[src/rtl/bcd_operand_entry_if.sv]
// rtl/bcd_operand_entry_if.sv - commit handshake bundle from the entry block to the operand store
//
// Signals:
//   commit_valid  one-clk pulse announcing a committed operand
//   commit_data   two's-complement operand value, valid with commit_valid
//   commit_idx    operand slot the value belongs to
// Modports: master (entry block drives), slave (BRAM writer samples).
interface bcd_operand_entry_if #(
    parameter int DATA_W = 16,
    parameter int IDX_W  = 1
);
    logic              commit_valid;
    logic [DATA_W-1:0] commit_data;
    logic [IDX_W-1:0]  commit_idx;

    modport master (output commit_valid, commit_data, commit_idx);
    modport slave  (input  commit_valid, commit_data, commit_idx);
endinterface

[src/rtl/bcd_operand_entry.sv]
// rtl/bcd_operand_entry.sv - button-driven signed BCD operand entry with commit handshake
//
// Ports:
//   clk, reset            system clock, asynchronous active-high reset
//   bt_c/u/d/l/r          raw buttons: commit, up, down, cursor left, cursor right
//   value_out             registered two's-complement value of the current entry
//   digits_out            BCD digits, ones digit in [3:0]
//   sign_out              1 = negative
//   cursor_out            selected position, NUM_DIGITS = sign position
//   operand_idx           operand slot being edited
//   commit_if (master)    commit_valid / commit_data / commit_idx pulse
// Optional feature macro: AUTOREPEAT_EN (held U/D auto-repeat).
module bcd_operand_entry #(
    parameter int NUM_DIGITS     = 3,
    parameter int NUM_OPERANDS   = 2,
    parameter int DATA_W         = 16,
    parameter int TICK_DIV       = 100000,
    parameter int DEBOUNCE_TICKS = 3,
    parameter int REPEAT_DELAY   = 500,
    parameter int REPEAT_RATE    = 100,
    localparam int CUR_W = ($clog2(NUM_DIGITS + 1) > 1) ? $clog2(NUM_DIGITS + 1) : 1,
    localparam int IDX_W = ($clog2(NUM_OPERANDS) > 1) ? $clog2(NUM_OPERANDS) : 1
) (
    input  logic                    clk,
    input  logic                    reset,
    input  logic                    bt_c,
    input  logic                    bt_u,
    input  logic                    bt_d,
    input  logic                    bt_l,
    input  logic                    bt_r,
    output logic [DATA_W-1:0]       value_out,
    output logic [4*NUM_DIGITS-1:0] digits_out,
    output logic                    sign_out,
    output logic [CUR_W-1:0]        cursor_out,
    output logic [IDX_W-1:0]        operand_idx,
    bcd_operand_entry_if.master     commit_if
);
    function automatic longint pow10(input int n);
        longint r;
        r = 1;
        for (int k = 0; k < n; k++) r = r * 10;
        return r;
    endfunction

    localparam longint MAX_MAG = pow10(NUM_DIGITS) - 1;
    localparam int TDW = (TICK_DIV > 1) ? $clog2(TICK_DIV) : 1;
    localparam int DBW = $clog2(DEBOUNCE_TICKS + 1);

    generate
        if (MAX_MAG >= (longint'(1) << (DATA_W - 1))) begin : g_width_check
            $error("DATA_W too narrow for NUM_DIGITS magnitude");
        end
    endgenerate

    // Sample tick
    logic [TDW-1:0] tick_cnt_q;
    logic           tick;
    assign tick = (tick_cnt_q == TDW'(TICK_DIV - 1));

    // Button path, bit order {C, L, R, U, D}
    logic [4:0]     raw, sync1_q, sync2_q, deb_q, deb_prev_q, press;
    logic [DBW-1:0] dbc_q [5];
    assign raw   = {bt_c, bt_l, bt_r, bt_u, bt_d};
    assign press = deb_q & ~deb_prev_q;

    always_ff @(posedge clk or posedge reset) begin
        if (reset) begin
            tick_cnt_q <= '0;
            sync1_q    <= '0;
            sync2_q    <= '0;
            deb_q      <= '0;
            deb_prev_q <= '0;
            for (int b = 0; b < 5; b++) dbc_q[b] <= '0;
        end else begin
            tick_cnt_q <= tick ? '0 : tick_cnt_q + 1'b1;
            sync1_q    <= raw;
            sync2_q    <= sync1_q;
            deb_prev_q <= deb_q;
            if (tick) begin
                for (int b = 0; b < 5; b++) begin
                    if (sync2_q[b] == deb_q[b]) begin
                        dbc_q[b] <= '0;
                    end else if (dbc_q[b] == DBW'(DEBOUNCE_TICKS - 1)) begin
                        deb_q[b] <= sync2_q[b];
                        dbc_q[b] <= '0;
                    end else begin
                        dbc_q[b] <= dbc_q[b] + 1'b1;
                    end
                end
            end
        end
    end

    // Entry state
    logic [3:0]        digits_q [NUM_DIGITS];
    logic [3:0]        digits_d [NUM_DIGITS];
    logic              sign_q, sign_d;
    logic [CUR_W-1:0]  cursor_q, cursor_d;
    logic [IDX_W-1:0]  op_idx_q, op_idx_d;
    logic [DATA_W-1:0] value_q, value_d, mag;
    logic              commit_valid_q, commit_valid_d;
    logic [DATA_W-1:0] commit_data_q, commit_data_d;
    logic [IDX_W-1:0]  commit_idx_q, commit_idx_d;
    logic              at_sign, rep_up, rep_dn;
    logic              ev_c, ev_l, ev_r, ev_u, ev_d;

    assign at_sign = (cursor_q == CUR_W'(NUM_DIGITS));

`ifdef AUTOREPEAT_EN
    localparam int RP_MAX = (REPEAT_DELAY > REPEAT_RATE) ? REPEAT_DELAY : REPEAT_RATE;
    localparam int RPW    = $clog2(RP_MAX + 1);
    logic [RPW-1:0] rep_cnt_q;
    logic           rep_phase_q;   // 0 = waiting initial delay, 1 = repeating
    logic           held, rep_hit;
    assign held    = deb_q[1] | deb_q[0];
    assign rep_hit = tick && held &&
                     (rep_phase_q ? (rep_cnt_q == RPW'(REPEAT_RATE - 1))
                                  : (rep_cnt_q == RPW'(REPEAT_DELAY - 1)));
    // Still counted at the sign position, but never fired there so the sign toggles once.
    assign rep_up  = rep_hit && !at_sign && deb_q[1];
    assign rep_dn  = rep_hit && !at_sign && !deb_q[1];

    always_ff @(posedge clk or posedge reset) begin
        if (reset) begin
            rep_cnt_q   <= '0;
            rep_phase_q <= 1'b0;
        end else if ((|press) || !held) begin
            rep_cnt_q   <= '0;
            rep_phase_q <= 1'b0;
        end else if (tick) begin
            if (rep_hit) begin
                rep_cnt_q   <= '0;
                rep_phase_q <= 1'b1;
            end else begin
                rep_cnt_q <= rep_cnt_q + 1'b1;
            end
        end
    end
`else
    assign rep_up = 1'b0;
    assign rep_dn = 1'b0;
`endif

    assign ev_c = press[4];
    assign ev_l = press[3];
    assign ev_r = press[2];
    assign ev_u = press[1] | rep_up;
    assign ev_d = press[0] | rep_dn;

    // Priority C > L > R > U > D; lower events in the same clk are dropped.
    always_comb begin
        digits_d       = digits_q;
        sign_d         = sign_q;
        cursor_d       = cursor_q;
        op_idx_d       = op_idx_q;
        commit_valid_d = 1'b0;
        commit_data_d  = commit_data_q;
        commit_idx_d   = commit_idx_q;
        if (ev_c) begin
            commit_valid_d = 1'b1;
            commit_data_d  = value_q;
            commit_idx_d   = op_idx_q;
            for (int i = 0; i < NUM_DIGITS; i++) digits_d[i] = 4'd0;
            sign_d   = 1'b0;
            cursor_d = '0;
            op_idx_d = (op_idx_q == IDX_W'(NUM_OPERANDS - 1)) ? '0 : op_idx_q + 1'b1;
        end else if (ev_l) begin
            cursor_d = at_sign ? '0 : cursor_q + 1'b1;
        end else if (ev_r) begin
            cursor_d = (cursor_q == '0) ? CUR_W'(NUM_DIGITS) : cursor_q - 1'b1;
        end else if (ev_u || ev_d) begin
            if (at_sign) begin
                sign_d = ~sign_q;
            end else begin
                for (int i = 0; i < NUM_DIGITS; i++) begin
                    if (cursor_q == CUR_W'(i)) begin
                        if (ev_u && digits_q[i] != 4'd9)
                            digits_d[i] = digits_q[i] + 4'd1;
                        else if (!ev_u && digits_q[i] != 4'd0)
                            digits_d[i] = digits_q[i] - 4'd1;
                    end
                end
            end
        end
    end

    // Negative zero naturally maps to 0 through the two's-complement negate.
    always_comb begin
        mag = '0;
        for (int i = 0; i < NUM_DIGITS; i++)
            mag = mag + DATA_W'(digits_q[i]) * DATA_W'(pow10(i));
        value_d = sign_q ? (~mag + 1'b1) : mag;
    end

    always_ff @(posedge clk or posedge reset) begin
        if (reset) begin
            for (int i = 0; i < NUM_DIGITS; i++) digits_q[i] <= 4'd0;
            sign_q         <= 1'b0;
            cursor_q       <= '0;
            op_idx_q       <= '0;
            value_q        <= '0;
            commit_valid_q <= 1'b0;
            commit_data_q  <= '0;
            commit_idx_q   <= '0;
        end else begin
            digits_q       <= digits_d;
            sign_q         <= sign_d;
            cursor_q       <= cursor_d;
            op_idx_q       <= op_idx_d;
            value_q        <= value_d;
            commit_valid_q <= commit_valid_d;
            commit_data_q  <= commit_data_d;
            commit_idx_q   <= commit_idx_d;
        end
    end

    always_comb begin
        digits_out = '0;
        for (int i = 0; i < NUM_DIGITS; i++) digits_out[4*i +: 4] = digits_q[i];
    end

    assign value_out              = value_q;
    assign sign_out               = sign_q;
    assign cursor_out             = cursor_q;
    assign operand_idx            = op_idx_q;
    assign commit_if.commit_valid = commit_valid_q;
    assign commit_if.commit_data  = commit_data_q;
    assign commit_if.commit_idx   = commit_idx_q;
endmodule
[src/flat_wrapper.sv]
// flat-port wrapper written by rule: the top's interface ports become plain ports
module bcd_operand_entry_flat 
#(
    parameter int NUM_DIGITS     = 3,
    parameter int NUM_OPERANDS   = 2,
    parameter int DATA_W         = 16,
    parameter int TICK_DIV       = 100000,
    parameter int DEBOUNCE_TICKS = 3,
    parameter int REPEAT_DELAY   = 500,
    parameter int REPEAT_RATE    = 100,
    localparam int CUR_W = ($clog2(NUM_DIGITS + 1) > 1) ? $clog2(NUM_DIGITS + 1) : 1,
    localparam int IDX_W = ($clog2(NUM_OPERANDS) > 1) ? $clog2(NUM_OPERANDS) : 1
)
  (clk, reset, bt_c, bt_u, bt_d, bt_l, bt_r, value_out, digits_out, sign_out, cursor_out, operand_idx, commit_if_commit_valid, commit_if_commit_data, commit_if_commit_idx);
  bcd_operand_entry_if #(.DATA_W(DATA_W)) commit_if_i ();
  input  logic clk;
  input  logic reset;
  input  logic bt_c;
  input  logic bt_u;
  input  logic bt_d;
  input  logic bt_l;
  input  logic bt_r;
  output logic [DATA_W-1:0] value_out;
  output logic [4*NUM_DIGITS-1:0] digits_out;
  output logic sign_out;
  output logic [CUR_W-1:0] cursor_out;
  output logic [IDX_W-1:0] operand_idx;
  output wire logic [$bits(commit_if_i.commit_valid)-1:0] commit_if_commit_valid;
  output wire logic [$bits(commit_if_i.commit_data)-1:0] commit_if_commit_data;
  output wire logic [$bits(commit_if_i.commit_idx)-1:0] commit_if_commit_idx;
  assign commit_if_commit_valid = commit_if_i.commit_valid;
  assign commit_if_commit_data = commit_if_i.commit_data;
  assign commit_if_commit_idx = commit_if_i.commit_idx;
  bcd_operand_entry #(.NUM_DIGITS(NUM_DIGITS), .NUM_OPERANDS(NUM_OPERANDS), .DATA_W(DATA_W), .TICK_DIV(TICK_DIV), .DEBOUNCE_TICKS(DEBOUNCE_TICKS), .REPEAT_DELAY(REPEAT_DELAY), .REPEAT_RATE(REPEAT_RATE)) u_core (.clk(clk), .reset(reset), .bt_c(bt_c), .bt_u(bt_u), .bt_d(bt_d), .bt_l(bt_l), .bt_r(bt_r), .value_out(value_out), .digits_out(digits_out), .sign_out(sign_out), .cursor_out(cursor_out), .operand_idx(operand_idx), .commit_if(commit_if_i));
endmodule
[config.mk]
export PLATFORM = sky130hd
export DESIGN_NAME = bcd_operand_entry_flat
export DESIGN_NICKNAME = d
export VERILOG_FILES = /design/src/rtl/bcd_operand_entry_if.sv /design/src/rtl/bcd_operand_entry.sv /design/src/flat_wrapper.sv
export SDC_FILE = /design/constraint.sdc
export NUM_CORES = 1
export LEC_CHECK = 0
export CAP_MARGIN = 40
export CORE_MARGIN = 2
export CORE_UTILIZATION = 40
export CTS_BUF_LIST = sky130_fd_sc_hd__clkbuf_8
export DETAILED_ROUTE_END_ITERATION = 8
export GPL_ROUTABILITY_DRIVEN = 0
export GPL_TIMING_DRIVEN = 0
export PLACE_DENSITY_LB_ADDON = 0.08
export SKIP_CTS_REPAIR_TIMING = 1
export SLEW_MARGIN = 20
export SYNTH_ARGS = -nofsm -noshare
export SYNTH_HDL_FRONTEND = slang
export SYNTH_SLANG_ARGS = --single-unit
[constraint.sdc]
create_clock -name clk -period 4.5 [get_ports clk]
set_input_delay 0.9 -clock clk [delete_from_list [all_inputs] [get_ports clk]]
set_output_delay 0.9 -clock clk [all_outputs]
set_load 0.01 [all_outputs]
==> results of run 1 <==
## placed cells by master (no fill, tap or decap), types with 3 or more instances in the layout
master           netlist  final
a211oi_1               6      6
a21o_1                13     13
a21oi_1               25     25
a22o_1                 4      4
and2_1                 7      7
and3b_1                3      3
and4_1                 3      3
buf_1                  3      3
clkbuf_1               5      5
clkbuf_8               0     11
clkdlybuf4s50_1        0     56
dfrtp_1               97     97
fa_1                   7      7
ha_1                  39     39
inv_1                 28     29
mux2_2                25     25
nand2_1               28     28
nand3_1               13     13
nand4_1                4      4
nor2_1                39     39
nor2b_1                4      4
nor3_1                11     11
nor3b_1                5      5
o21a_1                 4      4
o21ai_0               12     12
or2_2                  3      3
or3_1                  4      4
xnor2_1               33     33
xor2_1                17     17
## report_power, final
part / leakage, nW / switching (mW) / total [mW] / internal (mW)
sequential: 1.32 / 0.00209 / 0.877 / 0.875
clock: 0.0978 / 0.299 / 0.524 / 0.225
combinational: 1.49 / 0.0183 / 0.0269 / 0.00865
## logic make-up (layout without fill, tap and decap cells)
kind of cell             after synthesis  count (layout)  share of synthesized area (%)
AND/OR/NAND/NOR                      135             135                           13.2
flip-flops                            97              97                           46.3
AO/OA/AOI/OAI                         84              84                           11.4
XOR/XNOR                              50              50                           8.36
adder cells (fa/ha/maj)               46              46                           12.0
buffers and inverters                 39             111                           2.91
multiplexers                          27              27                           5.76
## per-layer routing
layer | GRT usage [%] | vias up | part of all wire [%] | wire (um)
li1 | - | 1787 | - | -
met1 | 22.3 | 1692 | 50 | 5090
met2 | 21.9 | 72 | 43 | 4360
met3 | 3.67 | 14 | 4.8 | 489
met4 | 6.10 | 0 | 1.7 | 167
met5 | 0 | - | 0 | 0
## worst max path at each step
stage | cells after the start | to | slack [ns] | startpoint
final | 15 | u_core.value_out[11] | 0.56 | u_core.digits_out[5]
after global routing | 15 | u_core.value_out[11] | 0.22 | u_core.digits_out[5]
after CTS | 15 | u_core.value_out[11] | 0.53 | u_core.digits_out[5]
after detailed placement | 15 | u_core.value_out[11] | 0.56 | u_core.digits_out[5]
after global placement | 2 | u_core.digits_out[11] | -0.41 | reset
after floorplan | 14 | u_core.value_out[10] | 0.97 | u_core.digits_out[5]
## sequential cells by signal, indices dropped and copies added, names as in the netlist
register,cells
u_core.commit_if.commit_idx,1
u_core.cursor_out,2
u_core.sync2_q,5
u_core.sign_out,1
u_core.deb_prev_q,5
u_core.value_out,16
u_core.commit_if.commit_data,16
u_core.sync1_q,5
u_core.deb_q,5
u_core.dbc_q,10
u_core.tick_cnt_q,17
u_core.operand_idx,1
u_core.commit_if.commit_valid,1
u_core.digits_out,12
## metrics by stage
stage / power (mW) / instances / setup slack, ns
6_report: 1.43 / 722 / 0.562
5_1_grt: 1.49 / 722 / 0.225
4_1_cts: 1.46 / 722 / 0.532
3_5_place_dp: 0.924 / 707 / 0.561
3_3_place_gp: 0.919 / 706 / -0.415
2_1_floorplan: 0.909 / 478 / 0.969
## critical path, cell delays in order (launching register included)
cell	delay (ns)
dfrtp_1	0.52
ha_1	0.36
ha_1	0.16
inv_1	0.06
fa_1	0.54
nor2_1	0.09
and3_1	0.17
o21ai_0	0.15
o21ai_0	0.12
ha_1	0.38
nand2_1	0.10
a211oi_1	0.29
o22ai_1	0.15
xnor2_1	0.29
nand4_1	0.22
a32oi_1	0.27
## cell type report
type	count	area share [%]
buffer	11	0.765
clock buffer	11	2.43
clock inverter	4	0.342
inverter	28	1.77
multi-input combinational	342	42.7
sequential	97	39.0
tap	172	3.46
timing repair buffer	57	9.46
==> metrics.md, run 1 <==
| Metric | Value |
|---|---|
| Global-route wire length before repair | 17300 um |
| Largest net degree at the start of global routing | between 60 and 70 |
| Startpoint of the lowest-slack register-to-register path | u_core.digits_out[5] |
| Height of the die | about 120 um |
| Post-detailed-placement half-perimeter wirelength | 7480 um |
| Number of CTS-inserted buffers | 9 |
| Final max-slew violation count | 0 |
| EDFF count, synth | 0 |
| Time the worst path needs with I/O delays and setup | about 3.9 ns |
| Commonest register cell after synthesis | dfrtp_1 |
| Type of destination of the critical path | register |
| Via count of the first global-routing pass | ~3500 |
| Power per standard cell area | 230 nW/um^2 |
| Cell row count | 41 |
| Synthesized instance count | around 480 |
| Area share of the largest cell type after synthesis | between 40% and 50% |
| Wire length reported by the detailed router | just over 10000 um |
| Startpoint Class | register |
| Setup TNS after final layout | 0 ns |
| Start-to-end type of the worst setup path | reg -> reg |
| GRT Residual Overflow | 0 |
| Final core area utilization | approximately half |
| Post-Synthesis Net Count | about 530 |
| Maximum clock skew at final layout | roughly 0.018 ns |
| Routed via count divided by cell count | just under 5 |
| Path class of the lowest-slack min-delay path | reg -> reg |
| Number of cells traversed by the worst register-to-register path | 15 |
| Routed wirelength normalized by instance count | 14.0 um |
| Insertion delay to the later sink of the worst-skew pair | roughly 0.38 ns |
| Final antenna-violating net count | 0 |
| Final clock period utilization by the worst path | 87.5% |
| Placeable core region | roughly 13000 sq um |
| H-tree depth | 3 |
| Proportion of layout cells with a drive suffix above 1 | about a tenth |
| Endpoint of the lowest-slack register-to-register path | u_core.value_out[11] |
| Detailed-route DRC error count | 0 |
| Area of the multi-input gates | ~2700 sq um |
| Outcome | finished clean |
| Hold path cells | 0 |
| Remaining max-slew budget at the tightest pin | a little under three fifths |
| Overall die width | about 120 um |
| Synth area leaders | dfrtp_1 46%, ha_1 9.3%, xnor2_1 5.5%, mux2_2 5.4%, xor2_1 2.8% |
| I/O pin cnt | between 50 and 60 |
| IR Drop Worst-Case VDD | approximately 0.00013 V |
| Antenna violations before repair | 0 |
| Layout overhead on the synthesized area | 18.7% |
| Final-layout fill cell count | between 1000 and 1500 |
| Post-layout net count | 599 |
| Area of placed instances | 6050 sq um |
| Final std cell area, no fill | roughly 6200 sq um |
| Total via count after detailed routing | 3565 |
| Initial cell density of the core | a little over 40% |
| Maximum fanout encountered on the critical timing path | 8 |
| Fraction of the yosys area taken by sequential cells | a little under half |
| Total routing resource utilization after global routing | between 10% and 20% |
| Most frequent cells after synthesis | 97 x dfrtp_1, 39 x ha_1, 39 x nor2_1 |
| Clock slew at the register clock pins of the worst setup and hold paths | about 0.10 ns |
| Number of different library cells in the post-synthesis netlist | 52 |
| Clock buffer depth | 2 |
| Leakage power figure | 2.91 nW |
| Clk sink count | 97 |
| Starting DRT DRC Count | about 150 |
| Synth async-reset ratio | between 90% and 100% |
| Unrepaired setup endpoints after global routing | no |
| R2R Setup Slk | 0.56 ns |
| FMAX | between 0.2 and 0.3 GHz |
| Origin of the worst min-delay path | u_core.sync1_q[1] |
| Critical path data required time | 4.80 ns |
| Number of warnings reported in the yosys synthesis log | 0 |
| CTS root buffer | clkbuf_8 |
| WP data arrival | approximately 4.2 ns |
| Hold Slack | roughly 0.35 ns |
| Final hold violation count | 0 |
| Number of synthesized register bits | 97 |
| Storage cell area | 2430 sq um |
| Antenna diode count | 0 |
| Library cell with the largest summed area after synthesis | dfrtp_1 |
| Endpoint of the worst hold-timing path | u_core.sync2_q[1] |
| Number of max-cap violations | 0 |
| Die Area | between 10000 and 15000 sq um |
| Transition time at the pin with the least slew margin | 0.671 ns |
| TritonCTS clock tree | built |
| Cell area after synthesis | about 5200 sq um |
| Number of buffers inserted by port buffering | 56 |
| Count leader, synth | dfrtp_1 |
| Drt pass-1 iters | 4 |
| Final count of negative-setup-slack endpoints | 0 |
| Avg Cell Area, Syn | 11.0 sq um |
Power figures use the tool's default switching activity.
==> run 2, diff against run 1 <==
- CTS_BUF_LIST: sky130_fd_sc_hd__clkbuf_8 -> sky130_fd_sc_hd__clkbuf_8 sky130_fd_sc_hd__clkbuf_16
- GPL_ROUTABILITY_DRIVEN: 0 -> not set
==> metrics.md, run 2 (synthesis results as in run 1) <==
| Metric | Value |
|---|---|
| Routability congestion estimate | ~0.81 |
| Insertion delay to the later sink of the worst-skew pair | 0.35 ns |
| Startpoint Class | register |
| Total placed cells including tap cells | between 700 and 800 |
| Final antenna-violating net count | 0 |
| Origin of the worst min-delay path | u_core.sync1_q[1] |
| Number of max-cap violations | 0 |
| Cell row count | 41 |
| Final-layout fill cell count | roughly 1200 |
| Via count of the first global-routing pass | around 3500 |
| Startpoint of the lowest-slack register-to-register path | u_core.digits_out[5] |
| Clk sink count | 97 |
| Family of cells with the greatest summed delay on the critical path | adder cells |
| Proportion of layout cells with a drive suffix above 1 | between 10% and 20% |
| Wire length reported by the detailed router | 10000 um |
| Path class of the lowest-slack min-delay path | reg -> reg |
| Int Pwr | approximately 1.3 mW |
| Drt pass-1 iters | 4 |
| Final max-slew violation count | 0 |
| Commonest cells after routing, fill and taps aside | 97 x dfrtp_1, 56 x clkdlybuf4s50_1, 39 x nor2_1, 39 x ha_1, 33 x xnor2_1 |
| Placeable core region | about 13000 sq um |
| I/O pin cnt | 57 |
| Largest net degree at the start of global routing | 63 |
| Die Area | around 14000 sq um |
| Post-layout net count | about 600 |
| Worst path buffer plus inverter count | 1 |
| Most common cell after layout, fill and taps aside | dfrtp_1 |
| Total routing resource utilization after global routing | ~15% |
| Transition time at the pin with the least slew margin | between 0.6 and 0.7 ns |
| Time the worst path needs with I/O delays and setup | a little under 4 ns |
| Final count of negative-setup-slack endpoints | 0 |
| Leakage power figure | roughly 3.0 nW |
| WP data arrival | between 4 and 5 ns |
| Most numerous cell on the critical path | ha_1 |
| Switching power summed over all nets | between 300 and 400 uW |
| Share of total power consumed by net switching | approximately 21% |
| Clock slew at the register clock pins of the worst setup and hold paths | roughly 0.070 ns |
| Final clock period utilization by the worst path | between 80% and 90% |
| Start-to-end type of the worst setup path | reg -> reg |
| FMAX | 0.254 GHz |
| Critical-path top delay cell | fa_1 |
| Type of destination of the critical path | register |
| Number of CTS-inserted buffers | 9 |
| Maximum fanout encountered on the critical timing path | 8 |
| R2R Setup Slk | approximately 0.57 ns |
| Global-route wire length before repair | approximately 17000 um |
| Final standard cell count with taps included and fillers excluded | just over 700 |
| Clock buffer depth | 2 |
| Outcome | finished clean |
| Overall die width | ~120 um |
| Number of buffers inserted by port buffering | 56 |
| Detailed-route DRC error count | 0 |
| Flop pwr share | 54.2% |
| Maximum single-stage delay on the critical path | roughly 0.54 ns |
| Flip-flop count of the largest register, all copies and words added | 17 |
| Antenna diode count | 0 |
| Power per standard cell area | 256 nW/um^2 |
| Post-detailed-placement half-perimeter wirelength | 7480 um |
| Share of power burned in the clock network | approximately 44% |
| Antenna violations before repair | 0 |
| Critical path data required time | roughly 4.8 ns |
| Hold path cells | 0 |
| IR Drop Worst-Case VDD | 0.000148 V |
| Routed via count divided by cell count | between 4 and 5 |
| Height of the die | between 100 and 150 um |
| CTS root buffer | clkbuf_16 |
| Comb power frac | 1.7% |
| Number of cells traversed by the worst register-to-register path | 15 |
| Final hold violation count | 0 |
| Layout overhead on the synthesized area | 20.7% |
| Total via count after detailed routing | ~3600 |
| Maximum clock skew at final layout | between 0.01 and 0.015 ns |
| Initial cell density of the core | between 40% and 50% |
| H-tree depth | 3 |
| Register containing the most flip-flops in the final layout | u_core.tick_cnt_q |
| Routed wirelength normalized by instance count | around 14 um |
| Endpoint of the worst hold-timing path | u_core.sync2_q[1] |
| Remaining max-slew budget at the tightest pin | 56.5% |
| TritonCTS clock tree | built |
| Setup TNS after final layout | 0 ns |
| Starting DRT DRC Count | 134 |
| Unrepaired setup endpoints after global routing | no |
| Endpoint of the lowest-slack register-to-register path | u_core.value_out[11] |
| Cells traversed along the worst timing path | ha_1 -> ha_1 -> inv_1 -> fa_1 -> nor2_1 -> and3_1 -> o21ai_0 -> o21ai_0 -> ha_1 -> nand2_1 -> a211oi_1 -> o22ai_1 -> xnor2_1 -> nand4_1 -> a32oi_1 |
| GRT Residual Overflow | 0 |
-- run 2: area by class of cell --
| cell class | count | area [sq um] | share of cell area [%] |
|---|---|---|---|
| Tap cell | 172 | 215 | 3.41 |
| Clock inverter | 4 | 21.3 | 0.337 |
| Sequential cell | 97 | 2430 | 38.4 |
| Inverter | 28 | 110 | 1.74 |
| Timing Repair Buffer | 57 | 588 | 9.31 |
| Clock buffer | 11 | 253 | 4.00 |
| Multi-Input combinational cell | 342 | 2660 | 42.1 |
| Buffer | 11 | 47.5 | 0.752 |
-- run 2: metal layers --
metal | global-route usage [%] | routed length (um) | part of all wire [%] | vias up
met5 | 0 | 0 | 0 | -
met4 | 5.21 | 128 | 1.3 | 0
met3 | 3.96 | 516 | 5.1 | 12
met2 | 21.5 | 4280 | 43 | 72
met1 | 22.6 | 5120 | 51 | 1701
li1 | - | - | - | 1795
-- run 2: worst max path at each step --
stage	to	startpoint	cells past startpoint	slack, ns
after floorplan	u_core.value_out[10]	u_core.digits_out[5]	14	0.97
after global placement	u_core.digits_out[11]	reset	2	-0.41
after detailed placement	u_core.value_out[11]	u_core.digits_out[5]	15	0.56
after CTS	u_core.value_out[11]	u_core.digits_out[5]	15	0.54
after global routing	u_core.value_out[11]	u_core.digits_out[5]	15	0.23
final	u_core.value_out[11]	u_core.digits_out[5]	15	0.57
-- run 2: power by group through the flow --
stage | sequential, mW | clock, mW | combinational [mW]
after global routing | 0.878 | 0.780 | 0.0322
final | 0.879 | 0.714 | 0.0270
after detailed placement | 0.895 | 0 | 0.0288
after floorplan | 0.894 | 0 | 0.0146
after global placement | 0.895 | 0 | 0.0245
after CTS | 0.878 | 0.746 | 0.0289
-- run 2: metrics by stage --
| stage | cell area, sq um | power, mW | worst slack (ns) | hold slack, ns | util, % |
|---|---|---|---|---|---|
| global route | 6320 | 1.69 | 0.231 | 0.361 | 49.7 |
| global placement | 6010 | 0.919 | -0.415 | 0.333 | 47.3 |
| finish | 6320 | 1.62 | 0.567 | 0.348 | 49.7 |
| detailed placement | 6050 | 0.924 | 0.561 | 0.335 | 47.5 |
| CTS | 6320 | 1.65 | 0.535 | 0.349 | 49.7 |
| floorplan | 5240 | 0.909 | 0.969 | 0.331 | - |
